### src/rtl/fifo_read_arbiter.sv
// rtl/fifo_read_arbiter.sv - round-robin read scheduler draining N FIFOs into one valid/ready stream
// Optional feature macro: ARB_BURST_EN (keep a grant for up to BURST consecutive reads).
module fifo_read_arbiter #(
   parameter int N     = 4,
   parameter int WIDTH = 64,
   parameter int BURST = 4
) (
   input  logic                   clk,
   input  logic                   reset,
   input  logic [N-1:0]           q_empty,
   output logic [N-1:0]           q_ren,
   input  logic [N*WIDTH-1:0]     q_dout,
   output logic                   out_valid,
   input  logic                   out_ready,
   output logic [WIDTH-1:0]       out_data,
   output logic [$clog2(N)-1:0]   out_port,
   output logic                   busy
);

   localparam int PW = $clog2(N);

   typedef enum logic {
      IDLE,
      GRANT
   } state_t;

   state_t           state_q, state_d;
   logic [PW-1:0]    last_q, last_d;
   logic [1:0]       count_q, count_d;
   logic             rd_ptr_q, rd_ptr_d;
   logic             wr_ptr_q, wr_ptr_d;
   logic [WIDTH-1:0] data_q [2];
   logic [PW-1:0]    port_q [2];

   logic             inflight;
   logic             push;
   logic             pop;
   logic             credit;
   logic [2:0]       occ;
   logic             rr_found;
   logic [PW-1:0]    rr_port;
   logic [PW-1:0]    cand;
   logic             hold;
   logic             issue;
   logic [PW-1:0]    grant_port;

   // GRANT means a read was issued last cycle, so its word is on q_dout now.
   assign inflight  = (state_q == GRANT);
   assign push      = inflight;
   assign out_valid = (count_q != 2'd0);
   assign pop       = out_valid && out_ready;
   assign occ       = {1'b0, count_q} + {2'b00, inflight};
   assign credit    = (occ - {2'b00, pop}) < 3'd2;
   assign busy      = inflight || (count_q != 2'd0);
   assign out_data  = out_valid ? data_q[rd_ptr_q] : '0;
   assign out_port  = out_valid ? port_q[rd_ptr_q] : '0;

   always_comb begin
      rr_found = 1'b0;
      rr_port  = last_q;
      cand     = last_q;
      for (int k = 0; k < N; k++) begin
         cand = (cand == PW'(N - 1)) ? '0 : cand + PW'(1);
         if (!rr_found && !q_empty[cand]) begin
            rr_found = 1'b1;
            rr_port  = cand;
         end
      end
   end

`ifdef ARB_BURST_EN
   localparam int BW = $clog2(BURST + 1);
   logic [BW-1:0] bcnt_q, bcnt_d;

   // A credit stall leaves bcnt_q untouched, so the burst resumes afterwards.
   assign hold = (bcnt_q != '0) && (bcnt_q < BW'(BURST)) && !q_empty[last_q];

   always_comb begin
      bcnt_d = bcnt_q;
      if (issue) begin
         bcnt_d = hold ? bcnt_q + BW'(1) : BW'(1);
      end
   end

   always_ff @(posedge clk) begin
      if (!reset) begin
         bcnt_q <= '0;
      end else begin
         bcnt_q <= bcnt_d;
      end
   end
`else
   assign hold = 1'b0;
`endif

   always_comb begin
      grant_port = hold ? last_q : rr_port;
      issue      = reset && credit && rr_found;
      q_ren      = '0;
      q_ren[grant_port] = issue;
      state_d    = issue ? GRANT : IDLE;
      last_d     = issue ? grant_port : last_q;
   end

   always_comb begin
      count_d  = count_q;
      rd_ptr_d = rd_ptr_q;
      wr_ptr_d = wr_ptr_q;
      if (push) begin
         wr_ptr_d = ~wr_ptr_q;
      end
      if (pop) begin
         rd_ptr_d = ~rd_ptr_q;
      end
      case ({push, pop})
         2'b10:   count_d = count_q + 2'd1;
         2'b01:   count_d = count_q - 2'd1;
         default: count_d = count_q;
      endcase
   end

   always_ff @(posedge clk) begin
      if (!reset) begin
         state_q   <= IDLE;
         last_q    <= PW'(N - 1);
         count_q   <= 2'd0;
         rd_ptr_q  <= 1'b0;
         wr_ptr_q  <= 1'b0;
         data_q[0] <= '0;
         data_q[1] <= '0;
         port_q[0] <= '0;
         port_q[1] <= '0;
      end else begin
         state_q  <= state_d;
         last_q   <= last_d;
         count_q  <= count_d;
         rd_ptr_q <= rd_ptr_d;
         wr_ptr_q <= wr_ptr_d;
         if (push) begin
            data_q[wr_ptr_q] <= q_dout[last_q*WIDTH +: WIDTH];
            port_q[wr_ptr_q] <= last_q;
         end
      end
   end

endmodule

### config.mk
export PLATFORM = sky130hd
export DESIGN_NAME = fifo_read_arbiter
export DESIGN_NICKNAME = d
export VERILOG_FILES = /design/src/rtl/fifo_read_arbiter.sv
export SDC_FILE = /design/constraint.sdc
export NUM_CORES = 1
export LEC_CHECK = 0
export ABC_AREA = 1
export BUFFER_PORTS_ARGS = -buffer_cell sky130_fd_sc_hd__buf_2
export CAP_MARGIN = 5
export CORE_ASPECT_RATIO = 1.2
export CORE_UTILIZATION = 45
export DETAILED_ROUTE_END_ITERATION = 10
export PLACE_DENSITY = 0.76
export SETUP_SLACK_MARGIN = 0.1
export SLEW_MARGIN = 25
export SYNTH_ARGS = -nofsm -noshare
export SYNTH_HDL_FRONTEND = slang
export SYNTH_SLANG_ARGS = --single-unit
### constraint.sdc
create_clock -name clk -period 8.9 [get_ports clk]
set_input_delay 1.335 -clock clk [delete_from_list [all_inputs] [get_ports clk]]
set_output_delay 1.335 -clock clk [all_outputs]
set_load 0.02 [all_outputs]
After elaboration in Yosys (flattened, before gate mapping)

Memories as Yosys holds them, arrays and structs flattened. A register that Yosys moved wholly into a read port is not among the register bits.
Cells that the tools add are included.

Memories kept: 2
Bits in writable memories: 132
Output and inout bits: 72
Input bits: 263
Bits in registers: 7

Reduce and logical (&&, ||, !) cells: 17
$lt $le $gt $ge: 7
Bitwise gates (word level): 3
Equal/unequal tests: 6
Multiplexer cells: 40
Shift-type cells: 1
$add $sub $neg: 8

Memories:

| name   | words | width | rd ports | clocked after memory_dff | write ports | RTL line | text |
|---|---|---|---|---|---|---|---|
| data_q | 2     | 64    | 1        | 1                        | 2           | 32       | `logic [WIDTH-1:0] data_q [2];` |
| port_q | 2     | 2     | 1        | 1                        | 2           | 33       | `logic [PW-1:0] port_q [2];` |

Operators with widths:

| operator            | number |
|---|---|
| $shiftx 256x9->64   | 1 |
| $mux 64             | 2 |
| $reduce_or 64->1    | 1 |
| $mux 1              | 22 |
| $mux 2              | 10 |
| $lt 2x3->1 const B  | 5 |
| $add 2x1->2 const B | 5 |
| $eq 2x2->1 const B  | 5 |
| $bmux 1 s2          | 4 |
| $logic_and 1x1->1   | 7 |
| $logic_not 1->1     | 5 |
| $and 4x4->4         | 1 |
| $pmux 2 s2          | 1 |
| $reduce_bool 2->1   | 2 |
| $add 2x1->3         | 1 |
| $lt 3x2->1 const B  | 1 |
| $sub 3x1->3         | 1 |
| $demux 1 s2         | 1 |
| $eq 2x1->1 const B  | 1 |
| $ge 2x1->1 const B  | 1 |
| $not 1->1           | 2 |
| $reduce_or 2->1     | 1 |
| $sub 2x1->2 const B | 1 |
| $logic_or 1x1->1    | 1 |

Longest topological paths before layout

Gate-level depths: netlist of the first run.

Depth after elaboration: 20
Mapped depth: 15

Least setup slack after synthesis of the first run

Ideal clock, no wire load.

Path kind: input to output
Start point: in out_ready
End point: out q_ren[1]
Arrival: 2953 ps
Slack: 4612 ps
Stages on the path: 11
Required time: 7565 ps
Cell sequence: nand2_1 nor2_1 nor2_1 inv_1 nand2_1 fa_1 xnor2_1 nand3_1 a21oi_2 nand3_1 nor2_1

Cells in the longest elaborated chain, start to end: 6

Ends and longest elaborated chain:

| item                           | RTL line | text |
|---|---|---|
| start, declared                | 14       | `input logic out_ready,` |
| $logic_and 1x1->1              | 51       | `assign pop = out_valid && out_ready;` |
| $sub 3x1->3                    | 53       | `assign credit = (occ - {2'b00, pop}) < 3'd2;` |
| $lt 3x2->1                     | 53       |  |
| $logic_and 1x1->1 (2 in a row) | 98       | `issue = reset && credit && rr_found;` |
| $and 4x4->4 (no line)          | --       |  |
| end, declared                  | 11       | `output logic [N-1:0] q_ren,` |

Every way passes these cells.

Worst setup path in the final report of the first run

Start point: reg last_q[0]
End point: out q_ren[0]

Cells in the longest elaborated chain, start to end: 20

Ends and longest elaborated chain:

| item                                                                 | RTL line | text |
|---|---|---|
| start, declared                                                      | 28       | `logic [PW-1:0] last_q, last_d;` |
| start signal, assigned                                               | 125      | `last_q <= PW'(N - 1);` |
| start signal, assigned                                               | 135      | `last_q <= last_d;` |
| parallel branches: the longest is 19 deep, another holds $add 2x1->2 | --       |  |
| $and 4x4->4 (no line) *                                              | --       |  |

Every way passes the cells marked *. The select of a mux whose other input is x is not followed.

==> results.yml, run 1 <==
timing:
  fin_crit_ps: 4969
  relSlewSlack_pct: 30.94
  worstMarginPinSlew_ps: 1036
  setup_viol: 0
  rsz0062_at_grt: "false"
  maxSlewViolCount: 0
  finalCritPeriodShare_pct: 55.83
  hold_violations: 0
  fin_skew_ps: 11.45
  fmax_mhz: 201.3
  hold_ws_ps: 455.2
  tns_ps: 0
  fin_ws_ps: 3931
finish:
  postLayoutCoreUtil_pct: 59.22
  syn2layout_area_growth_pct: 28.48
  nets: 1542
  drive_above_1_share_pct: 31.16
  final_area_um2: 10370
logic_synthesis:
  yosysWarningCount: 0
  synth_top_cell_by_area: "edfxtp_1"
  synth.avg_cell_area_um2: 8.093
  synth.yosys.seq_area_share_pct: 51.11
  synth_nets: 1262
  synthTopCellsByArea: "edfxtp_1 (49%), nand2_1 (17%), a21oi_1 (8.4%)"
  ys_ff_latch: 140
  synth.distinct_cells: 28
  synth_cells: 997
  syn_area_um2: 8069
  synth_top_cell_area_share_pct: 49.12
clock_network:
  root_buffer: "clkbuf_16"
  cts_tree: "built"
  cts_resized: 0
  cts-buffers-inserted: 17
  ctsHoldBuffers: 0
  h-tree-depth: 4
  cts_setup_buffers: 0
  clockBufferDepth: 2
  cts.sinks: 140
  insertion_delay_ps: 410
  clk_pin_slew_worst_paths_ps: 60
drt:
  vias_per_cell: 5.337
  vias: 8069
  wl_per_cell_um: 15.06
  drc: 0
  totalWireLength_mm: 22.78
  firstDrtPassIters: 5
  ant_nets: 0
  drt_iter0_drc: 461
floorplan:
  die_x_um: 124.2
  design.core.area_um2: 17510
  start_util_pct: 46.09
  rows: 53
  die_h_um: 148.7
  die_area_um2: 18470
  num_io_pins: 335
grt:
  antenna_found_initial: 2
  grt_pass1_wl_mm: 35.81
  grt_pass1_vias: 7400
  grt_max_degree: 131
  grt_overflow_total: 0
  grt_use_total_pct: 24.33
place:
  pre_cts_slack_ps: 4380
  placed_cell_area_um2: 9797
  routabilityCongestion: 0.7992
  hpwl_mm: 14.89
  io_buffers: 334
critical_path:
  start_kind: "register"
  r2r-end: "last_q[0]"
  rr_startpoint: "last_q[0]"
  worstPathRequired_ps: 7570
  crit_fanout: 99
  crit_end: "q_ren[0]"
  rr_worst_depth: 14
  cp-startpoint: "last_q[0]"
  endpoint_kind: "primary output"
  arrival_ps: 3630
  rrSetupSlack_ps: 5700
  path_class: "reg -> out"
pwr:
  p_leak_nw: 4.636
  ir_drop_v: 0.0002063
  powerDensity_nw_per_um2: 293.5
hold_path:
  hold_path_class: "reg -> reg"
outcome:
  status: "finished, final reports clean"
run:
  max-cap-violations: 0
-- metrics by stage --
step	total power [mW]	std cells
after global placement	2.360	1478
after CTS	3.063	1510
after global routing	3.245	1512
after detailed placement	2.390	1478
after floorplan	1.979	997
final	3.043	1512
-- worst min-delay path by stage --
stage,endpoint,start,slack [ps],depth (start not counted)
4_1_cts,rd_ptr_q,rd_ptr_q,460,1
3_3_place_gp,rd_ptr_q,rd_ptr_q,440,1
2_1_floorplan,register,rd_ptr_q,430,1
5_1_grt,register,rd_ptr_q,480,1
6_report,rd_ptr_q,rd_ptr_q,460,1
3_5_place_dp,rd_ptr_q,rd_ptr_q,450,1
-- per-layer routing --
| metal | share of wire, % | vias up | GRT usage, % |
|---|---|---|---|
| met3 | 6.8 | 41 | 4.784 |
| met5 | 0 | - | 0 |
| li1 | - | 3975 | - |
| met2 | 52 | 350 | 44.86 |
| met4 | 3.0 | 0 | 10.12 |
| met1 | 38 | 3703 | 27.32 |
-- state kept, by name, summed over array words and instances, names as in the netlist, named ones only --
name,flops
port_q,4
wr_ptr_q,1
count_q,2
inflight,1
data_q,128
rd_ptr_q,1
last_q,2
-- kinds of logic after synthesis --
kind of cell,Yosys count,share of synthesized area [%]
compound gates,209,17.09
flops,140,51.11
xor+xnor,1,0.1086
simple gates,544,26.35
buf+inv,101,4.946
fa+ha+maj,2,0.4031
-- critical path, cell delays in order, from the launching register on --
cell,delay (ps)
dfxtp_4,570
buf_4,770
ha_1,480
inv_2,150
nand2_1,80
nand2_2,100
nand2_1,70
nand2_2,110
nand2_4,80
nor2_8,100
nand2_2,80
clkinv_2,70
nand2_2,50
nand2_2,80
nand2_1,60
nor2_1,100
buf_2,170
-- cell usage in the layout, fill, tap and decap left out, types with 6 or more instances in the layout --
| cell | n |
|---|---|
| buf_2 | 334 |
| inv_1 | 12 |
| nand2_1 | 368 |
| a32o_1 | 64 |
| edfxtp_1 | 132 |
| buf_4 | 7 |
| clkbuf_16 | 17 |
| nand2_2 | 10 |
| nand3_1 | 17 |
| a21oi_1 | 135 |
| nor2_1 | 141 |
| dfxtp_1 | 6 |
-- cell usage after synthesis, drive strengths merged --
library cell / count
ha: 1
a21o: 1
clkbuf: 63
nand3: 18
xnor2: 1
a21oi: 136
inv: 18
o21ai: 6
a32o: 64
buf: 18
fa: 1
nand2: 382
o21bai: 1
edfxtp: 132
clkinv: 2
nor2: 144
o221ai: 1
dfxtp: 8
-- power by group --
| group | total (mW) | internal (mW) | switching, mW |
|---|---|---|---|
| registers | 0.935 | 0.881 | 0.0542 |
| logic | 1.43 | 0.462 | 0.972 |
| clock network | 0.673 | 0.390 | 0.283 |
-- final cells by class --
class,count,area [um^2]
Timing Repair Buffer,342,1735
Tap cell,220,275.3
Multi-Input combinational cell,756,3576
Inverter,20,81.33
Antenna cell,2,5.005
Sequential cell,140,4129
Fill cell,1567,7139
Clock inverter,14,136.4
Clock buffer,18,429.2
Power figures use the tool's default switching activity.
==> run 2, diff against run 1 <==
- clock period: 8.9 -> 5.15 ns (I/O delays scaled with it)
==> run 2 against run 1 <==
  * Utilization about the same
  * Sequential share of layout area about the same
  * Clock power up 75%
  * Total power up 74%
  * Flip-flop and latch count unchanged
  * Clock-buffer cell count unchanged
  * Die area unchanged
  * Register-to-register slack worse by 3000 ps
  * Global-route usage up 0.69 points
  * Final cell count down 0.13%
  * Largest power group unchanged
  * Highest routed layer unchanged
==> results.yml, run 2 (synthesis results as in run 1) <==
finish:
  multi_input_area_um2: 3576
  nets: 1542
  largest_register: "data_q"
  drive_above_1_share_pct: 31.11
  final_common_cell: "nand2_1"
  largest_register_ffs: 128
  regArea_um2: 4129
  n_fill_cell: 1617
  postLayoutCoreUtil_pct: 59.23
  syn2layout_area_growth_pct: 28.50
  top_regs: "data_q x128, port_q x4"
  layout_common_cells: "nand2_1 (368), buf_2 (334), nor2_1 (141)"
  final_area_um2: 10370
floorplan:
  start_util_pct: 46.09
  die_x_um: 124.2
  die_h_um: 148.7
  design.core.area_um2: 17510
  rows: 53
  die_area_um2: 18470
  num_io_pins: 335
critical_path:
  cp_slowest_cell: "dfxtp_4"
  path_common_cell: "nand2_2"
  path_cells: "inv_4 -> nand2_4 -> nand2_1 -> nand2_2 -> nand2_1 -> nand2_2 -> nand2_4 -> nor2_8 -> nand2_2 -> clkinv_2 -> nand2_2 -> nand2_2 -> nand2_1 -> nor2_1 -> buf_2"
  rr_startpoint: "last_q[0]"
  r2r-end: "data_q[1][32]"
  start_kind: "register"
  path_buf_inv: 3
  arrival_ps: 2850
  worstPathRequired_ps: 4380
  crit_fanout: 63
  endpoint_kind: "primary output"
  crit_end: "q_ren[2]"
  crit_cells: 15
  rr_worst_depth: 5
  cp-startpoint: "last_q[0]"
  slowest_delay_ps: 650
  path_class: "reg -> out"
  rrSetupSlack_ps: 2720
  crit_family: "simple AND/OR/NAND/NOR gates"
pwr:
  p_leak_nw: 4.642
  powerDensity_nw_per_um2: 509.5
  ir_drop_v: 0.0002708
clock_network:
  h-tree-depth: 4
  cts.sinks: 140
  cts-buffers-inserted: 17
  cts_resized: 0
  cts_tree: "built"
  ctsHoldBuffers: 0
  cts_setup_buffers: 0
  insertion_delay_ps: 410
  clk_pin_slew_worst_paths_ps: 60
  clockBufferDepth: 2
  root_buffer: "clkbuf_16"
timing:
  maxSlewViolCount: 0
  fmax_mhz: 275.8
  tns_ps: 0
  hold_ws_ps: 446.3
  fin_skew_ps: 12.74
  finalCritPeriodShare_pct: 70.42
  fin_ws_ps: 1524
  relSlewSlack_pct: 36.32
  worstMarginPinSlew_ps: 955.2
  setup_viol: 0
  rsz0062_at_grt: "false"
  fin_crit_ps: 3626
  hold_violations: 0
drt:
  firstDrtPassIters: 5
  vias: 8077
  vias_per_cell: 5.349
  totalWireLength_mm: 23.12
  wl_per_cell_um: 15.31
  drt_iter0_drc: 476
  drc: 0
  ant_nets: 0
grt:
  grt_use_total_pct: 25.02
  antenna_found_initial: 1
  grt_pass1_wl_mm: 36.87
  grt_max_degree: 89
  grt_overflow_total: 0
  grt_pass1_vias: 7739
place:
  placed_cell_area_um2: 9793
  io_buffers: 334
  pre_cts_slack_ps: 1745
  hpwl_mm: 15.25
  routabilityCongestion: 0.8212
outcome:
  status: "finished, final reports clean"
run:
  max-cap-violations: 0
hold_path:
  hold_path_class: "reg -> reg"
run 2: cell types whose count changed in the layout (fill, tap and decap cells not counted):
cell        change
clkinv_4        +1
clkinvlp_4      -1
buf_6           -1
bufinv_16       +1
inv_6           -2
diode_2         -1
buf_4           +1
inv_8           -1
clkinv_2        +1
run 2: area by class of cell:
class / instances / area share, %
clock inverters: 13 / 1.388
repair buffers: 342 / 16.70
diodes: 1 / 0.02413
clock buffers: 18 / 4.139
flip-flops and latches: 140 / 39.82
inverters: 20 / 0.7844
multi-input cells: 756 / 34.49
well taps: 220 / 2.655
run 2: worst min-delay path by stage:
stage / cells after the start / from / to
after floorplan: 1 / rd_ptr_q / register
after global placement: 1 / rd_ptr_q / register
after detailed placement: 1 / rd_ptr_q / register
after CTS: 1 / rd_ptr_q / register
after global routing: 1 / rd_ptr_q / register
final: 1 / rd_ptr_q / register
run 2: metrics by stage:
stage / std cells / total power [mW]
after floorplan: 997 / 3.420
after detailed placement: 1478 / 4.130
after global placement: 1478 / 4.074
after CTS: 1509 / 5.316
final: 1510 / 5.283
after global routing: 1510 / 5.641
run 2: per-layer routing:
layer  wire [um]  global-route usage, %  vias to the layer above  share of wire (%)
met1        8926                  27.79                     3739                 39
met5           0                      0                        -                  0
met2       12140                  47.10                      322                 53
met4         604                  10.12                        0                2.6
li1            -                      -                     3974                  -
met3        1450                  4.281                       42                6.3
run 2: worst register-to-register path: cells and delay by family, from the launching register on:
| kind | cells | cell delay (ps) |
|---|---|---|
| AOI/OAI and AO/OA | 1 | 270 |
| and+or+nand+nor | 2 | 280 |
| buffers and inverters | 2 | 1220 |
| DFF | 1 | 490 |
run 2: power by group:
group	internal [mW]	total, mW	switching (mW)
Combinational	0.794	2.47	1.68
Sequential	1.52	1.63	0.104
Clock	0.714	1.18	0.469
Total	3.03	5.28	2.25
